===== src/rtl/mem_arbiter_rr_pkg.sv =====
// Shared types for the L1-to-L2 memory arbiter.
// Holds the arbiter FSM encoding and the supported channel ceiling.
package mem_arbiter_rr_pkg;

    localparam int ARB_MAX_CH = 8;

    typedef enum logic {
        ARB_IDLE,
        ARB_BUSY
    } arb_state_t;

endpackage


===== src/rtl/mem_arbiter_rr_picker.sv =====
// Combinational priority search over N request lines. When rr_en is set the
// search starts at ptr and wraps; otherwise the lowest pending index wins.
module rr_priority_picker #(
    parameter int N = 2
) (
    input  logic [N-1:0]         req,
    input  logic [$clog2(N)-1:0] ptr,
    input  logic                 rr_en,
    output logic                 valid,
    output logic [$clog2(N)-1:0] idx
);
    localparam int IW = $clog2(N);

    logic [IW-1:0] base;
    logic [IW-1:0] lo_idx;
    logic [IW-1:0] hi_idx;
    logic          hi_any;

    assign base  = rr_en ? ptr : '0;
    assign valid = |req;

    // Lowest pending at or above base wins; if none, wrap to lowest pending overall.
    // NOTE: every output of a combinational block gets a default first so no latch is inferred.
    always_comb begin
        lo_idx = '0;
        hi_idx = '0;
        hi_any = 1'b0;
        for (int i = N - 1; i >= 0; i--) begin
            if (req[i]) begin
                lo_idx = IW'(i);
                if (IW'(i) >= base) begin
                    hi_idx = IW'(i);
                    hi_any = 1'b1;
                end
            end
        end
        idx = hi_any ? hi_idx : lo_idx;
    end

endmodule


===== src/rtl/mem_arbiter_rr.sv =====
// N-channel arbiter between L1 clients and a single L2 memory port.
// Registered grant, one transaction outstanding, fixed or round-robin priority.
module mem_arbiter_rr
    import mem_arbiter_rr_pkg::*;
#(
    parameter int NUM_CH  = 2,
    parameter int ADDR_W  = 16,
    parameter int DATA_W  = 128,
    parameter int RR_MODE = 1
) (
    input  logic                       clk,
    input  logic                       rst_n,
    input  logic [NUM_CH-1:0]          ch_read,
    input  logic [NUM_CH-1:0]          ch_write,
    input  logic [NUM_CH*ADDR_W-1:0]   ch_addr,
    input  logic [NUM_CH*DATA_W-1:0]   ch_wdata,
    output logic [NUM_CH-1:0]          ch_resp,
    output logic [DATA_W-1:0]          ch_rdata,
    output logic                       mem_read,
    output logic                       mem_write,
    output logic [ADDR_W-1:0]          mem_addr,
    output logic [DATA_W-1:0]          mem_wdata,
    input  logic                       mem_resp,
    input  logic [DATA_W-1:0]          mem_rdata,
    output logic                       busy,
    output logic [$clog2(NUM_CH)-1:0]  grant_id
);
    localparam int IW = $clog2(NUM_CH);

    if (NUM_CH < 2 || NUM_CH > ARB_MAX_CH) begin : g_bad_num_ch
        $error("mem_arbiter_rr: NUM_CH out of range");
    end

    arb_state_t        state;
    arb_state_t        state_next;
    logic [IW-1:0]     rr_ptr;
    logic [IW-1:0]     pick_idx;
    logic              pick_valid;
    logic              start;
    logic              done;

    rr_priority_picker #(.N(NUM_CH)) u_picker (
        .req   (ch_read | ch_write),
        .ptr   (rr_ptr),
        .rr_en (RR_MODE != 0),
        .valid (pick_valid),
        .idx   (pick_idx)
    );

    assign start    = (state == ARB_IDLE) && pick_valid;
    assign done     = (state == ARB_BUSY) && mem_resp;
    assign busy     = (state == ARB_BUSY);
    assign ch_rdata = mem_rdata;

    // NOTE: state registers use non-blocking assignments so every flop samples pre-edge values.
    always_ff @(posedge clk or negedge rst_n) begin
        if (!rst_n) state <= ARB_IDLE;
        else        state <= state_next;
    end

    always_comb begin
        state_next = state;
        case (state)
            ARB_IDLE: if (start) state_next = ARB_BUSY;
            ARB_BUSY: if (done)  state_next = ARB_IDLE;
            default:             state_next = ARB_IDLE;
        endcase
    end

    // Request fields are captured at grant; write wins over a simultaneous read.
    always_ff @(posedge clk or negedge rst_n) begin
        if (!rst_n) begin
            grant_id  <= '0;
            rr_ptr    <= '0;
            mem_read  <= 1'b0;
            mem_write <= 1'b0;
            mem_addr  <= '0;
            mem_wdata <= '0;
        end else if (start) begin
            grant_id  <= pick_idx;
            mem_write <= ch_write[pick_idx];
            mem_read  <= ~ch_write[pick_idx];
            mem_addr  <= ch_addr[pick_idx*ADDR_W +: ADDR_W];
            mem_wdata <= ch_wdata[pick_idx*DATA_W +: DATA_W];
        end else if (done) begin
            mem_read  <= 1'b0;
            mem_write <= 1'b0;
            if (RR_MODE != 0) begin
                rr_ptr <= (grant_id == IW'(NUM_CH - 1)) ? '0 : grant_id + IW'(1);
            end
        end
    end

    always_comb begin
        ch_resp = '0;
        if (done) ch_resp[grant_id] = 1'b1;
    end

endmodule


===== config.mk =====
export PLATFORM = sky130hd
export DESIGN_NAME = mem_arbiter_rr
export DESIGN_NICKNAME = d
export VERILOG_FILES = /design/src/rtl/mem_arbiter_rr_pkg.sv /design/src/rtl/mem_arbiter_rr_picker.sv /design/src/rtl/mem_arbiter_rr.sv
export SDC_FILE = /design/constraint.sdc
export NUM_CORES = 1
export LEC_CHECK = 0
export ABC_AREA = 1
export CORE_AREA = 2 2 272 274
export CTS_CLUSTER_DIAMETER = 40
export CTS_CLUSTER_SIZE = 25
export DETAILED_ROUTE_END_ITERATION = 10
export DIE_AREA = 0 0 274 276
export HOLD_SLACK_MARGIN = 0.06
export SYNTH_ARGS = -nofsm -noshare
export SYNTH_HDL_FRONTEND = slang
export SYNTH_SLANG_ARGS = --single-unit

===== constraint.sdc =====
create_clock -name clk -period 1.2 [get_ports clk]
set_input_delay 0.12 -clock clk [delete_from_list [all_inputs] [get_ports clk]]
set_output_delay 0.12 -clock clk [all_outputs]
set_load 0.05 [all_outputs]

* Word level (Yosys, flattened, before mapping)
Cells that the tools add are included.
** Word-level totals
- Register bits after elaboration :: 149
- Latch bits :: 0
- Memories kept :: 0
- Output and inout bits :: 278
- Memory bits (read-only) :: 0
- Memory bits (writable) :: 0
- Input bits :: 423
** Cells by class
- Reductions and logical operators :: 6
- Equality and inequality tests :: 0
- Bitwise operators :: 4
- Magnitude comparators :: 5
- Shift operators :: 2
- Divide/modulo/power cells :: 0
- Muxes and demuxes :: 21
- $add $sub $neg :: 1
- Multipliers :: 0
** Operator list (count)
- indexed part select 256 x 9 -> 128 bit :: 1
- indexed part select 32 x 6 -> 16 bit :: 1
- 2-to-1 mux 1 bit :: 18
- < comparator 1 x 2 -> 1 bit (second input constant) :: 2
- logical AND 1 bit :: 3
- NOT 1 bit :: 3
- greater-or-equal comparator 1 bit (first input constant) :: 2
- 2-to-1 mux 2 bit :: 1
- OR 2 bit :: 1
- one-hot mux 1 bit (2 select lines) :: 1
- AND reduction 2 bit :: 1
- nonzero test 2 bit :: 1
- OR reduction 2 bit :: 1
- adder 1 bit (second input constant) :: 1
- demux 1 bit (select 1 bit) :: 1
- greater-or-equal comparator 1 bit (second input constant) :: 1

* Longest topological paths before layout
- Depth in word-level cells :: 10
- Mapped depth :: 9

* Cells and area by module
Synthesis repeated with hierarchy kept, for this count alone.
** Second synthesis, totals
- Cell total of the unflattened synthesis :: 1235
- Area, all modules :: 8435.6 sq um
** By module, submodules not included
- mem_arbiter_rr :: instances 1, cells each 1231, area each 8416.8 sq um
- rr_priority_picker :: instances 1, cells each 4, area each 18.8 sq um

* Worst setup path before layout
No wires, ideal clock.
- Kind :: flip-flop to flip-flop
- From :: register state (netlist: busy)
- To :: register rr_ptr
- Arrival time :: 1.624 ns
- Path slack :: -0.593 ns
- Clock period less this slack :: 1.793 ns
- Buffers on the path :: 0
- Data required time :: 1.031 ns
- Library setup time :: 0.169 ns
- Cell stages (with the launch flop) :: 4
- Cell sequence :: dfrtp_1 nand2_1 nor2_1 a21oi_1
** Between the ends
- Word-level cells in the longest chain between the ends :: 4
** RTL lines
- start, declared :: RTL line mem_arbiter_rr.sv:34 : arb_state_t state;
- start signal, assigned :: RTL line mem_arbiter_rr.sv:58 : else state <= state_next;
- NOT 1 bit :: RTL line mem_arbiter_rr.sv:50 : assign start = (state == ARB_IDLE) && pick_valid;
- logical AND 1 bit :: RTL line mem_arbiter_rr.sv:50
- NOT 1 bit (no line)
- AND reduction 2 bit (no line) *
- end signal, assigned :: RTL line mem_arbiter_rr.sv:89 : rr_ptr <= (grant_id == IW'(NUM_CH - 1)) ? '0 : grant_id + IW'(1);
- end, declared :: RTL line mem_arbiter_rr.sv:36 : logic [IW-1:0] rr_ptr;
Mark *: on every way between the ends. The rest lies on a longest branch, timed or not.
A chain may end at the register's enable or synchronous reset.

* Worst setup path in the final report
- From :: register rr_ptr
- To :: register mem_wdata[94]
** Between the ends
- Word-level cells in the longest chain between the ends :: 7
** RTL lines
- greater-or-equal comparator 1 bit :: RTL line mem_arbiter_rr_picker.sv:31 : if (IW'(i) >= base) begin
- 2-to-1 mux 1 bit :: RTL line mem_arbiter_rr_picker.sv:31
- 2-to-1 mux 1 bit :: RTL line mem_arbiter_rr_picker.sv:29 : if (req[i]) begin
- 2-to-1 mux 1 bit :: RTL line mem_arbiter_rr_picker.sv:31
- 2-to-1 mux 1 bit :: RTL line mem_arbiter_rr_picker.sv:29
- 2-to-1 mux 1 bit * :: RTL line mem_arbiter_rr_picker.sv:37 : idx = hi_any ? hi_idx : lo_idx;
- indexed part select 256 x 9 -> 128 bit * :: RTL line mem_arbiter_rr.sv:84 : mem_wdata <= ch_wdata[pick_idx*DATA_W +: DATA_W];
- end signal, assigned :: RTL line mem_arbiter_rr.sv:84
- end, declared :: RTL line mem_arbiter_rr.sv:22 : output logic [DATA_W-1:0] mem_wdata,
Marks and branches as above.

==> reports/qor.yml <==
die:
  start_util_pct: 12.7
  core_um2: 72600
  rows: 99
  die_width_um: 274
  die_area_um2: 75600
  num_io_pins: 701
  fp.dieH_um: 276
setup_path:
  r2r_end: "mem_wdata[94]"
  rrSetupSlack_ns: -0.31
  cp_data_required_time_ns: 1.57
  critical_path.top_delay_family: "buffers and inverters"
  path_class: "reg -> reg"
  slowest_delay_ns: 0.34
  start_kind: "flop"
  worstSetupEndpointType: "flop"
  critPathArrivalTime_ns: 1.87
  cp_num_buf_inv: 4
  cp_cell_sequence: "inv_2 > o21ai_4 > buf_12 > buf_8 > buf_4 > nand3b_1 > nand3_1 > nand2_1"
  cp_slowest_cell: "dfrtp_1"
  path_max_fanout: 7
  rr_startpoint: "rr_ptr"
  reg2reg_depth: 8
clocking:
  clockBufferDepth: 2
  numCtsBuffers: 17
  h-tree-depth: 4
  clk_latency_ns: 0.47
  numClockSinks: 149
  cts-root-buf: "clkbuf_16"
  clkTransAtPathRegs_ns: 0.08
  cts_tree: "built"
power_and_ir_drop:
  switching_share_pct: 46.3
  intPower_mw: 28.3
  combPwrFrac_pct: 68.8
  switchingPower_mw: 24.4
  p_leak_nw: 8.80
  power_density_nw_per_um2: 2850
  pwr-share-seq_pct: 20.0
  vdd_drop_max_uv: 1710
  pwr-share-clk_pct: 11.2
  p_total_mw: 52.6
sta:
  final-hold-violation-count: 0
  worst_pin_slew_ns: 0.406
  final.period_utilization_pct: 126
  fmax_mhz: 664
  slew_headroom_pct: 72.9
  setup_ws_ns: -0.306
  period_minus_slack_ns: 1.51
  setup-violations-final: 157
  fin_worst_skew_ns: 0.00730
  rsz0062_at_grt: "true"
  slew_viol_final: 0
worst_hold_path:
  min_to: "mem_read"
  hold_start: "ch_write[0]"
  hold_class: "in -> reg"
  hold_depth: 4
yosys:
  syn-num-nets: 1674
  syn_inst: 1251
  avgSynthCellArea_um2: 7.36
  ys_seq_area_share_pct: 40.5
  synth_top_area_share_pct: 40.5
  synthTopCellsByArea: "dfrtp_1 (41%), nand2_1 (18%), nand3b_1 (12%)"
  ys.warnings.count: 0
  ys_ff_latch: 149
  yosys.area.top_type: "dfrtp_1"
  netlist_area_um2: 9200
  yosys.cell_types.count: 15
placement:
  pre_cts_ws_ns: -0.656
  dp_hpwl_um: 30400
  gp_congestion: 0.840
  port_buffers: 444
job:
  drv_cap: 0
run_status:
  status: "finished, violations left"
  failed_checks: "setup timing"
route:
  viasPerCell: 3.64
  wl_per_cell_um: 16.4
  drtIter0Drc: 390
  vias: 9687
  first_pass_iters: 5
  drt_wl_total_um: 43700
  antenna_left: 0
  drc_errors: 0
global_routing:
  grt_first_pass_wirelength_um: 62500
  grt_pass1_vias: 9822
  track_usage_pct: 11.3
  antenna_found_initial: 3
  grt_max_degree: 63
  grt-ovfl-total: 0
finish:
  fillers: 7786
  areaGrowthSynthToFinish_pct: 101
  antenna_cells: 0
  drive_gt1_share_pct: 31.1
  nets: 2110
area by class of cell:
cell class                 instances  area (um2)  share of cell area (%)
clock buffer                      17         425                    2.30
clock inverter                    15         186                    1.01
inverter                         151         569                    3.08
multi-input combinational        743        4320                    23.4
sequential                       149        3740                    20.2
tap                              959        1200                    6.49
timing repair buffer             625        8050                    43.5
logic make-up after synthesis:
kind of cell,after synthesis,synth area share [%]
AND/OR/NAND/NOR,738,38.0
AO/OA/AOI/OAI,5,0.313
buffers and inverters,359,21.2
flip-flops,149,40.5
synth_stat cells (all sizes together):
master and number:
o21ai 4, inv 151, clkbuf 10, dfrtp 149
buf 198, nand3 147, nand3b 144, nor2 4
nand2 443, a21oi 1
worst min-delay path, delay by kind of cell:
kind          cells  cell delay (ns)
simple gates      3             0.24
buf+inv           1             0.20
routing by layer:
layer,part of all wire (%),vias up,track usage [%]
met4,6.6,4,7.57
met3,11,139,5.06
met1,37,4474,12.0
met2,46,460,18.0
li1,-,4610,-
met5,0.062,-,0
worst max path at each step:
stage                     start             end  cells past startpoint
finish                   rr_ptr   mem_wdata[94]                      8
global route               busy   mem_wdata[23]                      7
CTS                        busy      ch_resp[1]                      4
detailed placement  ch_write[0]   mem_wdata[21]                      9
global placement    ch_write[0]  mem_wdata[103]                      9
floorplan                  busy        mem_read                      5
power groups by stage:
stage	sequential, mW	combinational (mW)	clock [mW]
2_1_floorplan	17.8	7.87	0
3_3_place_gp	10.6	31.4	0
3_5_place_dp	10.6	31.5	0
4_1_cts	10.6	35.1	6.23
5_1_grt	10.8	38.1	6.45
6_report	10.5	36.2	5.92
what timing repair did:
action | CTS | global route
buffers inserted | 38 | 29
gates resized for setup | 154 | 96
cloned | 12 | 3
pin swaps | 32 | 45
hold buffers | 2 | 0
endpoints found under the setup margin | 297 | 298
endpoints found under the hold margin | 149 | 0
placed cells by master, fill, tap and decap left out, types with 20 or more instances in the layout:
cell type          n
nand2_2           36
nand2_1          368
nand3b_1         144
nand2_4           37
buf_4            112
buf_12           170
inv_1            147
nand3_1           77
nand3_2           70
dfrtp_1          138
clkdlybuf4s50_1  292
clkbuf_16         20
buf_6             24
stage by stage:
step	hold slack [ns]	utilization, %	instances	area [um2]	setup TNS (ns)
floorplan	-0.176	-	1251	9270	-3.06
global placement	-0.0684	22.1	2546	16000	-83.14
detailed placement	-0.0694	22.1	2546	16000	-84.56
CTS	0.0899	24.7	2630	17900	-40.96
global route	0.110	25.5	2659	18500	-49.17
finish	0.111	25.5	2659	18500	-31.67
sequential cells by signal (all words and copies together) (netlist names):
register   cells
mem_wdata    128
mem_addr      16
busy           1
grant_id       1
mem_read       1
mem_write      1
rr_ptr         1
Power figures use the tool's default switching activity.
